**config.mk**
```make
export PLATFORM = sky130hd
export DESIGN_NAME = locker_supervisor
export DESIGN_NICKNAME = d
export VERILOG_FILES = /design/src/rtl/locker_supervisor.sv
export SDC_FILE = /design/constraint.sdc
export NUM_CORES = 1
export LEC_CHECK = 0
export BUFFER_PORTS_ARGS = -buffer_cell sky130_fd_sc_hd__buf_2
export CORE_MARGIN = 10
export CORE_UTILIZATION = 50
export CTS_CLUSTER_DIAMETER = 60
export CTS_CLUSTER_SIZE = 16
export DETAILED_ROUTE_END_ITERATION = 6
export GPL_ROUTABILITY_DRIVEN = 1
export HOLD_SLACK_MARGIN = 0.06
export PLACE_DENSITY = 0.69
export SLEW_MARGIN = 20
export SYNTH_ARGS = -nofsm -noshare
export SYNTH_HDL_FRONTEND = slang
export SYNTH_SLANG_ARGS = --single-unit
```
**constraint.sdc**
```tcl
create_clock -name CLK -period 7.6 [get_ports CLK]
set_input_delay 1.14 -clock CLK [delete_from_list [all_inputs] [get_ports CLK]]
set_output_delay 1.14 -clock CLK [all_outputs]
set_load 0.01 [all_outputs]
```
**src/rtl/locker_supervisor.sv**
```systemverilog
// Front-end supervisor for the locker's code-entry FSM: press pulses,
// open hold, failure counting, lockout and stale-entry abort.
module locker_supervisor #(
  parameter int MAX_FAIL    = 3,
  parameter int OPEN_CYCLES = 50000000,
  parameter int LOCK_CYCLES = 500000000,
  parameter int IDLE_CYCLES = 250000000,
  parameter int CNT_W       = 32
) (
  input  logic       CLK,
  input  logic       RST,
  input  logic [5:0] BTN_IN,
  input  logic       FSM_SUCCESS,
  input  logic       FSM_WRONG,
  output logic [5:0] BTN_OUT,
  output logic       FSM_RST,
  output logic       UNLOCK,
  output logic       LOCKED_OUT,
  output logic [3:0] FAIL_CNT,
  output logic [2:0] DIGITS
);

  localparam logic [1:0] S_ENTRY = 2'd0;
  localparam logic [1:0] S_OPEN  = 2'd1;
  localparam logic [1:0] S_LOCK  = 2'd2;

  localparam logic [CNT_W-1:0] OPEN_LD = CNT_W'(OPEN_CYCLES - 1);
  localparam logic [CNT_W-1:0] LOCK_LD = CNT_W'(LOCK_CYCLES - 1);
  localparam logic [CNT_W-1:0] IDLE_LD = CNT_W'(IDLE_CYCLES - 1);
  localparam logic [CNT_W-1:0] ONE     = CNT_W'(1);
  localparam logic [3:0]       FAIL_MAX = 4'(MAX_FAIL);

  logic [1:0]       state;
  logic [5:0]       btn_prev;
  logic             succ_prev;
  logic             wrong_prev;
  logic [CNT_W-1:0] cnt;

  logic [5:0] rise;
  logic [5:0] pick;
  logic       succ_ev;
  logic       wrong_ev;
  logic       fwd;
  logic       cnt_zero;
  logic [3:0] fail_nxt;

  // Two's-complement trick isolates the lowest set rise bit.
  always_comb begin
    rise     = BTN_IN & ~btn_prev;
    pick     = rise & (~rise + 6'd1);
    succ_ev  = FSM_SUCCESS & ~succ_prev;
    wrong_ev = FSM_WRONG & ~wrong_prev;
    fwd      = (state == S_ENTRY) && !FSM_RST &&
               !succ_ev && !wrong_ev && (rise != 6'd0);
    cnt_zero = (cnt == '0);
    fail_nxt = FAIL_CNT + 4'd1;
  end

  always_ff @(posedge CLK) begin
    if (RST) begin
      state      <= S_ENTRY;
      btn_prev   <= BTN_IN;
      succ_prev  <= 1'b0;
      wrong_prev <= 1'b0;
      cnt        <= '0;
      BTN_OUT    <= 6'd0;
      FSM_RST    <= 1'b1;
      UNLOCK     <= 1'b0;
      LOCKED_OUT <= 1'b0;
      FAIL_CNT   <= 4'd0;
      DIGITS     <= 3'd0;
    end else begin
      btn_prev   <= BTN_IN;
      succ_prev  <= FSM_SUCCESS;
      wrong_prev <= FSM_WRONG;
      BTN_OUT    <= 6'd0;
      FSM_RST    <= 1'b0;
      case (state)
        S_ENTRY: begin
          if (succ_ev) begin
            FAIL_CNT <= 4'd0;
            DIGITS   <= 3'd0;
            FSM_RST  <= 1'b1;
            cnt      <= OPEN_LD;
            UNLOCK   <= 1'b1;
            state    <= S_OPEN;
          end else if (wrong_ev) begin
            FAIL_CNT <= fail_nxt;
            DIGITS   <= 3'd0;
            FSM_RST  <= 1'b1;
            if (fail_nxt == FAIL_MAX) begin
              cnt        <= LOCK_LD;
              LOCKED_OUT <= 1'b1;
              state      <= S_LOCK;
            end
          end else if (fwd) begin
            BTN_OUT <= pick;
            cnt     <= IDLE_LD;
            if (DIGITS != 3'd6) begin
              DIGITS <= DIGITS + 3'd1;
            end
          end else if (DIGITS != 3'd0) begin
            if (cnt_zero) begin
              FSM_RST <= 1'b1;
              DIGITS  <= 3'd0;
            end else begin
              cnt <= cnt - ONE;
            end
          end
        end
        S_OPEN: begin
          if (cnt_zero) begin
            UNLOCK <= 1'b0;
            state  <= S_ENTRY;
          end else begin
            cnt <= cnt - ONE;
          end
        end
        S_LOCK: begin
          if (cnt_zero) begin
            LOCKED_OUT <= 1'b0;
            FAIL_CNT   <= 4'd0;
            FSM_RST    <= 1'b1;
            state      <= S_ENTRY;
          end else begin
            cnt <= cnt - ONE;
          end
        end
        default: state <= S_ENTRY;
      endcase
    end
  end

endmodule

```
==> summary.txt, run 1 <==
Clock tree
  • CTS tree: built
  • Total CTS buffers: 9
  • CTS root buf: clkbuf_8
  • Post-CTS setup buffers: 0
  • CTS sink cnt: 58
  • Post-CTS sizing: 0
  • Post-CTS Hold Fix Bufs: 0
  • Reg clk slew, reported paths: 80 ps
  • Clk Latency, worst-skew pair: 340 ps
  • Bufs on Longest Clock Path: 2
  • H-Tree Depth: 3

Logic synthesis
  • Ys flop type: dfxtp_1
  • Number of flops mapped to enable cells by yosys: 0
  • Largest family of logic cells by synthesized area: simple AND/OR/NAND/NOR gates
  • Adder-cell share of the synthesized area: 0.04331
  • #FFs+latches synth: 58
  • Sequential area share after synthesis: 0.3654
  • Synth Area in Compound Gates: 0.2567
  • Syn Inst Count: 381
  • Library cells used by synthesis: 56
  • Asr flop ratio synth: 0
  • Post-synthesis cell area: 3178 um2
  • Post-Synth Simple-Gate Area: 0.2748
  • Synth Warn #: 0
  • Syn Area/Cell: 8.341 um2
  • Mapped Nets: 402
  • Fraction of synthesized area in multiplexers: 0.009449
  • XOR/XNOR Fraction of Synth Area: 0.002756

STA
  • Min Tclk post-route: 3273 ps
  • Max Fclk: 305.5 MHz
  • Setup violators final: 0
  • Final slew viol count: 0
  • Slew headroom: 0.3304
  • Worst Skew: 10.06 ps
  • Fin. Hold Viols: 0
  • Hold_ws: 474.9 ps
  • Fin crit share: 0.4306
  • Setup TNS: 0 ps
  • RSZ-0062 raised after global routing: false
  • Worst Tran Pin Value: 995.2 ps

Drt
  • Initial DRC count: 318
  • Vias per inst: 6.383
  • Avg WL per Cell: 17.06 um
  • TritonRoute pass-1 iters: 5
  • Drc violations: 0
  • Vias: 3070
  • Final wirelength: 8207 um
  • Antenna-violating nets left: 0

Outcome
  • Status: finished, final reports clean

Final layout
  • Util after Layout: 0.5787
  • Non-filler cells, final: 481
  • ANT cells: 0
  • Area Overhead vs Synth: 10.35%
  • Final non-filler cell area: 3507 um2
  • Share of layout cells above drive strength 1: 0.1502
  • Most frequent cells in the layout: dfxtp_1, nor2_1, a21oi_1, buf_2, nand2_1
  • Commonest non-fill, non-tap cell in the layout: dfxtp_1
  • Fin nets: 422

Place
  • Placed insts: 465
  • Post-place instance area: 3328 um2
  • Port Buffers: 25
  • Routability cong.: 0.8843
  • DP Wirelength: 5797 um

GRT
  • Global route total overflow: 0
  • Initial antenna violation count: 0
  • First-pass GRT wire length: 13570 um
  • Number of global-route vias before repair: 2730
  • Largest net degree at the start of global routing: 41
  • Total GRT Usage: 0.1649

Critical path
  • Critical Path End Type: flop
  • WP data required: 7800 ps
  • Worst EP arrival: 3470 ps
  • Worst-path maximum fanout: 28
  • Type of origin of the critical path: flop
  • CP Class: flop to flop

Pwr
  • Leak pwr: 1.331 nW
  • VDD IR-drop max: 0.1259 mV
  • PwrDens: 241.7 nW/um2

Floorplan
  • Die H: 99.73 um
  • Die Area: 9945 um2
  • Starting Density: 0.5244
  • Die width: 99.73 um
  • # IOs: 26
  • Core area: 6061 um2
  • Row Count: 28

Flow run
  • Max-cap viol count: 0

Hold path
  • Worst Hold Class: flop to flop
report_power, final:
group | switching [mW] | internal [mW]
logic | 0.143 | 0.0831
clock network | 0.139 | 0.120
registers | 0.0298 | 0.333
worst paths after layout:
check / startpoint / end / slack, ps / depth (start not counted)
setup / recovery: cnt[18] / FAIL_CNT[2] / 4330 / 6
hold / removal: btn_prev[5] / BTN_OUT[5] / 470 / 3
setup reg to reg: cnt[18] / FAIL_CNT[2] / 4330 / 6
hold reg to reg: btn_prev[5] / BTN_OUT[5] / 470 / 3
cell type report:
class	instances	area, um2
timing repair buffer	27	140.1
sequential	58	1161
clock buffer	9	123.9
clock inverter	7	55.05
multi-input combinational	288	1869
inverter	17	63.81
tap	75	93.84
fill	552	2554
cells in the mapped netlist, types with 3 or more instances:
cell type,count,area share
dfxtp_1,58,0.37
nor2_1,34,0.040
a21oi_1,25,0.039
nand2_1,22,0.026
o21ai_0,18,0.028
inv_1,17,0.020
o31ai_1,16,0.038
or4_1,14,0.033
a31oi_1,12,0.024
nor4_1,12,0.024
clkbuf_1,11,0.013
ha_1,11,0.043
nand2b_1,10,0.020
nor3_1,10,0.016
a211oi_1,8,0.019
nand3_1,8,0.013
nor2b_1,7,0.014
nand4_1,6,0.012
o32ai_1,6,0.017
or3_1,5,0.0098
buf_2,4,0.0063
o21a_1,4,0.0094
a311oi_1,3,0.0083
a32o_1,3,0.0094
and3_1,3,0.0059
mux2i_1,3,0.0094
nand3b_1,3,0.0071
nor4b_1,3,0.0083
o211ai_1,3,0.0071
or2_2,3,0.0059
or3_2,3,0.0071
or4_2,3,0.0083
or4_4,3,0.011
worst max-delay path, stage by stage (launching register included):
cell	delay [ps]
dfxtp_1	360
nor4_1	870
nand4_1	330
nor3_4	760
nand2_1	200
a2bb2oi_1	440
a311oi_1	160
flip-flops by register name, indices dropped and copies added (netlist names):
name,count
cnt,32
BTN_OUT,6
btn_prev,6
FAIL_CNT,4
DIGITS,3
state,2
FSM_RST,1
LOCKED_OUT,1
UNLOCK,1
succ_prev,1
wrong_prev,1
cell families after synthesis:
group / after synthesis
flops: 58
compound gates: 119
simple gates: 154
mux: 3
fa+ha+maj: 11
xor+xnor: 1
buf+inv: 35
through the flow:
stage / total power [mW] / setup WS [ps]
6_report: 0.8476 / 4327
5_1_grt: 0.8972 / 4069
4_1_cts: 0.8469 / 4392
3_5_place_dp: 0.5897 / 4229
3_3_place_gp: 0.5855 / 4307
2_1_floorplan: 0.5334 / 4545
layer usage:
| layer | vias up | routed length [um] | share of wire | GRT usage |
|---|---|---|---|---|
| met3 | 13 | 581 | 0.071 | 0.03668 |
| met4 | 0 | 141 | 0.017 | 0.07387 |
| met5 | - | 0 | 0 | 0 |
| met2 | 127 | 3605 | 0.44 | 0.2364 |
| li1 | 1505 | - | - | - |
| met1 | 1425 | 3879 | 0.47 | 0.2284 |
No activity file was read; power rests on OpenSTA's default activity.
==> run 2, diff against run 1 <==
--- a/config.mk
+++ b/config.mk
@@ -5,6 +5,7 @@
 export SDC_FILE = /design/constraint.sdc
 export NUM_CORES = 1
 export LEC_CHECK = 0
+export ABC_AREA = 1
 export BUFFER_PORTS_ARGS = -buffer_cell sky130_fd_sc_hd__buf_2
 export CORE_MARGIN = 10
 export CORE_UTILIZATION = 50
@@ -13,7 +14,7 @@
 export DETAILED_ROUTE_END_ITERATION = 6
 export GPL_ROUTABILITY_DRIVEN = 1
 export HOLD_SLACK_MARGIN = 0.06
-export PLACE_DENSITY = 0.69
+export PLACE_DENSITY = 0.68
 export SLEW_MARGIN = 20
 export SYNTH_ARGS = -nofsm -noshare
 export SYNTH_HDL_FRONTEND = slang
==> constraint.sdc (replaced) <==
create_clock -name CLK -period 3.43 [get_ports CLK]
set_input_delay 0.5145 -clock CLK [delete_from_list [all_inputs] [get_ports CLK]]
set_output_delay 0.5145 -clock CLK [all_outputs]
set_load 0.01 [all_outputs]
==> run 2 against run 1 <==
Net effect: register-to-register slack worse by 3100 ps; first-iteration DRC count down 12%; total power rose to 4.5 times the previous value; sequential share of layout area fell by 5.0 points; fmax grew 46%; clock power rose to 3.1 times the previous value; setup slack got worse by 3100 ps; design area grew 18%; cell count is 52% higher; sequential power rose to 2.9 times the previous value; die area up 13%; largest power group is now combinational cells; highest routed layer unchanged.
==> summary.txt, run 2 <==
Final layout
  • Final non-filler cell area: 4138 um2
  • Max reg flops: 32
  • Commonest non-fill, non-tap cell in the layout: nand2_1
  • Area Overhead vs Synth: 11.99%
  • Share of layout cells above drive strength 1: 0.1109
  • Fin nets: 647
  • Most frequent cells in the layout: nand2_1, nor2_1, inv_1, dfxtp_1, nand3_1
  • ANT cells: 0
  • Reg with most FFs: cnt
  • Largest registers: cnt: 32 flops, BTN_OUT: 6 flops, btn_prev: 6 flops

STA
  • Hold_ws: 264.2 ps
  • Setup violators final: 0
  • Max Fclk: 446.4 MHz
  • Fin. Hold Viols: 0
  • Worst Tran Pin Value: 698.6 ps
  • RSZ-0062 raised after global routing: false
  • Slew headroom: 0.5329
  • Worst Skew: 6.689 ps
  • Min Tclk post-route: 2240 ps
  • Fin crit share: 0.6530
  • Final slew viol count: 0
  • Setup TNS: 0 ps

Drt
  • DR top layer: met4
  • Avg WL per Cell: 13.97 um
  • Wire length on met1: 4473 um
  • TritonRoute pass-1 iters: 5
  • Met3 WL: 855 um
  • Final wirelength: 10200 um
  • Vias per inst: 5.289
  • Antenna-violating nets left: 0
  • Drc violations: 0
  • Initial DRC count: 280
  • Wire length on met2: 4675 um
  • Vias: 3861

Logic synthesis
  • Library cells used by synthesis: 33
  • #FFs+latches synth: 58
  • Synth Warn #: 0
  • Top-count cell post-synth: nand2_1
  • Top cell type's share of synthesized area: 0.3143
  • Asr flop ratio synth: 0
  • Synth top area cells: dfxtp_1, nand2_1, nor2_1
  • Sequential area share after synthesis: 0.3143
  • Ys flop type: dfxtp_1
  • Number of flops mapped to enable cells by yosys: 0
  • Mapped Nets: 620
  • Post-synthesis cell area: 3695 um2
  • Post-synth top cells: nand2_1, nor2_1, inv_1
  • Syn Area/Cell: 6.168 um2
  • Cell taking the most area after synthesis: dfxtp_1
  • Syn Inst Count: 599

Floorplan
  • Die Area: 11230 um2
  • Die width: 106.0 um
  • # IOs: 26
  • Row Count: 31
  • Die H: 106.0 um
  • Core area: 7214 um2
  • Starting Density: 0.5121

Place
  • DP Wirelength: 7818 um
  • Routability cong.: 0.9428
  • Post-place instance area: 3889 um2
  • Port Buffers: 25

Hold path
  • Worst Hold Class: input port to flop
  • Hold path startpoint: BTN_IN[1]
  • Hold Crit Depth: 1
  • Hold worst-path end: btn_prev[1]

Clock tree
  • Reg clk slew, reported paths: 70 ps
  • H-Tree Depth: 3
  • Post-CTS sizing: 0
  • CTS sink cnt: 58
  • CTS root buf: clkbuf_8
  • Bufs on Longest Clock Path: 2
  • Post-CTS setup buffers: 0
  • Post-CTS Hold Fix Bufs: 0
  • Clk Latency, worst-skew pair: 360 ps
  • Total CTS buffers: 9
  • CTS tree: built

GRT
  • First-pass GRT wire length: 16710 um
  • Largest net degree at the start of global routing: 20
  • Global route total overflow: 0
  • Total GRT Usage: 0.1844
  • Number of global-route vias before repair: 3482
  • Initial antenna violation count: 0

Pwr
  • PwrDens: 922.2 nW/um2
  • Leak pwr: 2.106 nW
  • VDD IR-drop max: 0.4805 mV

Critical path
  • Reg2reg end: cnt[31]
  • FF-to-FF path depth: 14
  • Worst reg-to-reg setup slack: 1190 ps
  • Worst-path maximum fanout: 16
  • Worst EP arrival: 2500 ps
  • Type of origin of the critical path: flop
  • WP data required: 3690 ps
  • Critical Path End Type: flop
  • CP Class: flop to flop
  • FF-to-FF Start: FAIL_CNT[1]

Outcome
  • Status: finished, final reports clean

Flow run
  • Max-cap viol count: 0
-- run 2: cell count changes after synthesis, sizes merged, moves of 8 or more --
cell / change
nor4: -12
xor2: +9
nand2: +139
a21oi: +11
a31oi: -12
nand3: +39
inv: +78
or4: -20
nor2: +75
o31ai: -16
nand4: +9
nand2b: -10
a211oi: -8
or3: -8
-- run 2: through the flow --
| step | power (mW) | std cells | setup WS, ps | util |
|---|---|---|---|---|
| 2_1_floorplan | 2.509 | 599 | 1652 | - |
| 5_1_grt | 4.147 | 730 | 933.2 | 0.5735 |
| 4_1_cts | 3.784 | 730 | 1185 | 0.5735 |
| 3_5_place_dp | 2.967 | 714 | 1108 | 0.5390 |
| 6_report | 3.816 | 730 | 1190 | 0.5735 |
| 3_3_place_gp | 2.939 | 714 | 1190 | 0.5390 |
-- run 2: final cells by class --
type                       count  area (um2)
timing repair buffer          27       140.1
tap                           99       123.9
fill                         742        3077
sequential                    58        1161
inverter                      95       359.1
multi-input combinational    435        2105
clock inverter                 7       125.1
clock buffer                   9       123.9
-- run 2: cell families (layout without fill, tap and decap cells) --
kind of cell	Yosys count	in the layout	share of synthesized area
compound gates	65	65	0.09956
flops	58	58	0.3143
buf+inv	106	138	0.1162
fa+ha+maj	11	11	0.03725
xor+xnor	12	12	0.02845
simple gates	347	347	0.4043
-- run 2: critical path: stages, from the launching register on --
cell and delay [ps]:
dfxtp_1 420, ha_1 220, inv_1 50, nand2_1 60, nand2_1 60, nor2_2 90
nand2_2 90, a21oi_4 230, nand2_4 190, inv_4 180, nand2_2 190, nand2_1 150
inv_1 80, nand2_1 70, nor2_1 30
-- run 2: worst max-delay path by stage --
stage	startpoint	endpoint	slack, ps	cells past startpoint
2_1_floorplan	FAIL_CNT[1]	cnt[6]	1650	14
3_3_place_gp	FSM_WRONG	cnt[29]	1190	14
3_5_place_dp	FSM_WRONG	cnt[8]	1110	14
4_1_cts	FAIL_CNT[1]	cnt[31]	1180	14
5_1_grt	FAIL_CNT[1]	cnt[31]	930	14
6_report	FAIL_CNT[1]	cnt[31]	1190	14
-- run 2: per-layer routing --
metal	vias up	track usage
met5	-	0
met4	0	0.07350
met3	21	0.05133
met2	139	0.2840
met1	1770	0.2385
li1	1931	-
-- run 2: report_power, final --
group,switching (mW),internal [mW]
sequential,0.201,0.853
clock,0.324,0.488
combinational,1.34,0.614
